### src/rtl/afifo_wr_packer.sv
// Write-side packer for the async FIFO: assembles IN_W-bit beats LSB-lane-first into
// WIDTH-bit words and feeds them through a 2-entry queue to the FIFO write port.
module afifo_wr_packer #(
  parameter int unsigned     WIDTH = 16,
  parameter int unsigned     IN_W  = 8,
  parameter logic [IN_W-1:0] PAD   = '0
) (
  input  logic             wclk_i,
  input  logic             wrst_n_i,
  input  logic             s_valid_i,
  output logic             s_ready_o,
  input  logic [IN_W-1:0]  s_data_i,
  input  logic             s_last_i,
  output logic             wen_o,
  output logic [WIDTH-1:0] wdata_o,
  input  logic             wfull_i,
  output logic             partial_o,
  output logic [15:0]      wr_words_o
);

  localparam int unsigned    RATIO    = WIDTH / IN_W;
  localparam int unsigned    LW       = $clog2(RATIO);
  localparam logic [LW-1:0]  LastLane = LW'(RATIO - 1);

  logic [LW-1:0]    lane_q, lane_d;
  logic [WIDTH-1:0] asm_q, asm_d;
  logic [WIDTH-1:0] word;
  logic [WIDTH-1:0] mem_q [2];
  logic [WIDTH-1:0] mem_d [2];
  logic [1:0]       cnt_q, cnt_d;
  logic [15:0]      wr_words_q;
  logic             accept, complete, pop;

  // Ready depends only on registered occupancy, so upstream timing never sees wfull_i.
  assign s_ready_o  = (cnt_q != 2'd2);
  assign wen_o      = (cnt_q != 2'd0) && !wfull_i;
  assign pop        = wen_o;
  assign wdata_o    = mem_q[0];
  assign partial_o  = (lane_q != '0);
  assign wr_words_o = wr_words_q;

  assign accept   = s_valid_i && s_ready_o;
  assign complete = accept && ((lane_q == LastLane) || s_last_i);

  // Completed word: lanes below the current one from assembly, current from input,
  // lanes above padded.
  always_comb begin
    word = asm_q;
    for (int unsigned i = 0; i < RATIO; i++) begin
      if (i == 32'(lane_q)) begin
        word[i*IN_W +: IN_W] = s_data_i;
      end else if (i > 32'(lane_q)) begin
        word[i*IN_W +: IN_W] = PAD;
      end
    end
  end

  always_comb begin
    lane_d = lane_q;
    asm_d  = asm_q;
    if (accept) begin
      if (complete) begin
        lane_d = '0;
        asm_d  = '0;
      end else begin
        lane_d = lane_q + 1'b1;
        asm_d[32'(lane_q)*IN_W +: IN_W] = s_data_i;
      end
    end
  end

  // Pop shifts the queue first; a push then lands at the post-pop tail, preserving order.
  always_comb begin
    mem_d[0] = mem_q[0];
    mem_d[1] = mem_q[1];
    cnt_d    = cnt_q;
    if (pop) begin
      mem_d[0] = mem_q[1];
      mem_d[1] = '0;
      cnt_d    = cnt_q - 2'd1;
    end
    if (complete) begin
      mem_d[cnt_d[0]] = word;
      cnt_d           = cnt_d + 2'd1;
    end
  end

  always_ff @(posedge wclk_i or negedge wrst_n_i) begin
    if (!wrst_n_i) begin
      lane_q     <= '0;
      asm_q      <= '0;
      mem_q[0]   <= '0;
      mem_q[1]   <= '0;
      cnt_q      <= 2'd0;
      wr_words_q <= 16'd0;
    end else begin
      lane_q   <= lane_d;
      asm_q    <= asm_d;
      mem_q[0] <= mem_d[0];
      mem_q[1] <= mem_d[1];
      cnt_q    <= cnt_d;
      if (wen_o) begin
        wr_words_q <= wr_words_q + 16'd1;
      end
    end
  end

endmodule

### config.mk
export PLATFORM = sky130hd
export DESIGN_NAME = afifo_wr_packer
export DESIGN_NICKNAME = d
export VERILOG_FILES = /design/src/rtl/afifo_wr_packer.sv
export SDC_FILE = /design/constraint.sdc
export NUM_CORES = 1
export LEC_CHECK = 0
export BUFFER_PORTS_ARGS = -buffer_cell sky130_fd_sc_hd__buf_2
export CORE_UTILIZATION = 57
export CTS_CLUSTER_DIAMETER = 100
export DETAILED_ROUTE_END_ITERATION = 7
export PLACE_DENSITY = 0.9
export SLEW_MARGIN = 0
export SYNTH_ARGS = -nofsm -noshare
export SYNTH_HDL_FRONTEND = slang
export SYNTH_SLANG_ARGS = --single-unit
### constraint.sdc
create_clock -name wclk_i -period 2.9 [get_ports wclk_i]
set_input_delay 0.145 -clock wclk_i [delete_from_list [all_inputs] [get_ports wclk_i]]
set_output_delay 0.145 -clock wclk_i [all_outputs]
set_load 0.01 [all_outputs]
After elaboration in Yosys (flattened, before gate mapping)
Cells that the tools add are included.

Add/sub/neg operators: 5. Order comparisons: 3. Equal/unequal tests: 1. Shifts and indexed selects: 2. Muxes and demuxes: 13. Bitwise gates (word level): 1. Reductions and logical operators: 7.

Operators with widths (number): $mux W32 (2); $neg A4 Y34 (1); $shift A8 B34 Y16 const A (1); $shiftx A8 B34 Y16 (1); $bwmux W32 (1); $mux W16 (2); $mux W8 (3); $add A16 B1 Y16 const B (1); $bwmux W16 (1); $demux W16 S1 (1); $logic_and A1 B1 Y1 (4); $mux W2 (2); $add A2 B1 Y2 const B (1); $ge A2 B2 Y1 const B (1); $lt A2 B1 Y1 const B (1); $ne A2 B2 Y1 const B (1); $not A1 Y2 (1); $reduce_bool A2 Y1 (1); $sub A2 B1 Y2 const B (1); $add A1 B1 Y1 const B (1); $gt A1 B1 Y1 const A (1); $logic_not A1 Y1 (1); $logic_or A1 B1 Y1 (1); $mux W1 (1).

Flip-flop bits (word level): 67. Bits of input ports: 13. Output and inout port bits: 35.

Logic depth before layout (Yosys ltp)
Word-level depth: 10. Gate-level depth with buffers: 11.

Worst setup path before layout
Ideal clock, no wire load.

Path kind: reg2reg. Start point: register cnt_q[0]. End point: register mem_q, in the netlist wdata_o[5]. Setup time: 138 ps. Arrival: 2106 ps. Path slack: 656 ps. Cell stages (with the launch flop): 12. Clock period less this slack: 2244 ps. Cell sequence: dfrtp_1 buf_4 clkinv_1 clkbuf_1 ha_1 or2_1 buf_6 inv_6 nor3_4 buf_6 a222oi_1 o21ai_0.

RTL lines: start, declared (line 30) `logic [1:0] cnt_q, cnt_d;`; start signal, assigned (line 101) `cnt_q <= cnt_d;`; end, declared (line 28) `logic [WIDTH-1:0] mem_q [2];`.

==> impl_metrics.toml <==
[die]
num_rows = 26
die_area_mm2 = 0.00579
ios = 48
initial_core_util = 0.601
die_w_um = 76.1
core-area_mm2 = 0.00520
fp.dieH_um = 76.1

[timing]
clock_skew_ns = 0.00539
drv_slew = 0
fmax_mhz = 369
rsz0062_at_grt = "no"
setup_tns_ns = 0
maxSlewHeadroom = 0.283
period_share = 0.935
worst-slew-pin-transition_ns = 1.08
hold_viol_final = 0
finalSetupViolations = 0
finalCriticalPeriod_ns = 2.71
setup_slack_ns = 0.189

[placed_design]
port_buffers = 47
place_area_mm2 = 0.00326
hpwl_mm = 4.77
place_ws_ns = 0.335
place_congestion = 0.821

[setup_path]
crit_type = "register to register"
crit_path_start = "cnt_q[0]"
r2r-start = "cnt_q[0]"
reg2reg_depth = 7
crit_path_end_kind = "register"
endpoint = "wdata_o[4]"
worstReg2RegEnd = "wdata_o[4]"
required_ns = 3.13
cp_max_fo = 18
start_kind = "register"
worstPathArrival_ns = 2.94
reg2reg_slack_ns = 0.19

[synthesis]
ys_seq_area_frac = 0.472
yosys.area.top_type_share = 0.472
yosys.area_share.simple = 0.0928
synthAdderAreaFrac = 0.0120
yosysWarnings = 0
synth.area.mux_share = 0.0128
postSynth.asyncResetShare = 1.00
syn_nets = 302
synth_top_area_cell = "dfrtp_1"
synth_area_per_cell_um2 = 10.9
synth-edff-count = 0
ys_ff_latch = 59
synth_compound_area_frac = 0.271
synthTopCellsByCount = "dfrtp_1, a22oi_1, buf_4"
synth_xor_xnor_area_share = 0.0532
synth_most_common_cell = "dfrtp_1"
syn_area_mm2 = 0.00313
yosys-top-cells-area = "dfrtp_1, a22oi_1, buf_4"
synth_cells = 286
ys_types = 42
synth_top_family_by_area = "compound AO/OA/AOI/OAI gates"
ys.flop_type = "dfrtp_1"

[global_routing]
grt_pass1_vias = 2529
gr-usage-met1 = 0.355
grt_max_degree = 51
grt_pass1_wl_mm = 12.1
use_met3 = 0.0563
gr-usage-met2 = 0.404
top_usage_layer = "met2"
antenna_found_initial = 0
grt_overflow = 0
grt_usage = 0.269

[drt]
dr.pass1.iters = 6
routed_wl_mm = 7.18
drc = 0
wl_per_cell_um = 18.5
vias = 2607
postRouteAntennaNets = 0
viasPerCell = 6.72
drt_iter0_markers = 559

[clock_tree]
clkLatencyLatePin_ns = 0.33
ctsHoldBuffers = 0
cts_tree = "built"
post-cts-setup-buffers = 0
cts_buffer_depth = 2
cts.sinks = 59
cts_root_buffer = "clkbuf_8"
clk_pin_slew_ns = 0.06
ctsResizeCount = 0
h-tree-depth = 3
numCtsBuffers = 9

[final_layout]
nNetsFinal = 329
drive_gt1_frac = 0.242
n_antenna_cell = 0
final_area_mm2 = 0.00343
fill_cells = 390
synthToLayoutAreaGrowth_pct = 9.64

[power]
leakage_nw = 1.55
ir_drop_mv = 0.541
power_density_mw_per_mm2 = 970
p_total_w = 0.00333

[outcome]
outcome = "complete, no violations"

[hold_path]
holdCritPathClass = "primary input to asynchronous set/reset pin"

[job]
maxCapViolCount = 0
## cell usage in the layout, fill, tap and decap left out, types with 8 or more instances in the layout
| cell type | n |
|---|---|
| nand2_1 | 17 |
| clkbuf_8 | 11 |
| o22ai_1 | 15 |
| o21ai_0 | 9 |
| buf_2 | 47 |
| a22oi_1 | 45 |
| xnor2_1 | 15 |
| a222oi_1 | 8 |
| dfrtp_1 | 59 |
| a22o_1 | 16 |
## flip-flops by register name, summed over array words and instances (netlist names)
register    count
mem_q          16
wdata_o        16
wr_words_o     16
asm_q           8
cnt_q           2
partial_o       1
## worst max-delay path, stage by stage, from the launching register on
cell	delay (ns)
dfrtp_1	0.37
clkinv_1	0.30
ha_1	0.38
or2_1	0.33
buf_4	0.24
a21oi_2	0.58
a222oi_1	0.24
o21ai_0	0.15
## per-layer routing
| metal | wire, µm | vias up | share of wire |
|---|---|---|---|
| met5 | 0 | - | 0 |
| met4 | 189 | 0 | 0.026 |
| met3 | 643 | 25 | 0.090 |
| met2 | 3350 | 156 | 0.47 |
| met1 | 3000 | 1266 | 0.42 |
| li1 | - | 1160 | - |
## through the flow
step,hold WS (ns),instances,utilization
2_1_floorplan,-0.151,286,-
3_3_place_gp,0.385,372,0.626
3_5_place_dp,0.402,372,0.626
4_1_cts,0.0441,388,0.659
5_1_grt,0.0601,388,0.659
6_report,0.0120,388,0.659
## final cells by class
class                   instances  area, µm²  area share
clock buffers                  14        163      0.0474
clock inverters                 2       10.0     0.00292
inverters                       5       23.8     0.00693
multi-input cells             184       1380       0.403
flip-flops and latches         59       1480       0.430
well taps                      70       87.6      0.0255
repair buffers                 54        288      0.0839
## worst min path at each step
stage / from / endpoint / slack [ns]
2_1_floorplan: wrst_n_i / asm_q[0] / -0.15
3_3_place_gp: s_data_i[6] / asm_q[6] / 0.39
3_5_place_dp: s_data_i[6] / asm_q[6] / 0.40
4_1_cts: wrst_n_i / mem_q[12] / 0.04
5_1_grt: s_data_i[6] / asm_q[6] / 0.06
6_report: wrst_n_i / mem_q[5] / 0.01
## where the power goes
group / switching [W] / internal (W)
sequential: 0.000207 / 0.00106
combinational: 0.000839 / 0.000560
clock: 0.000303 / 0.000355
## cells by family (layout without fill, tap and decap cells)
kind of cell	count (synthesis)	after routing
AOI/OAI and AO/OA	111	111
buffers and inverters	43	75
muxes	4	4
adders and majority gates	3	3
DFF	59	59
and+or+nand+nor	47	47
xor gates and xnor gates	19	19
No activity file was read; power rests on OpenSTA's default activity.
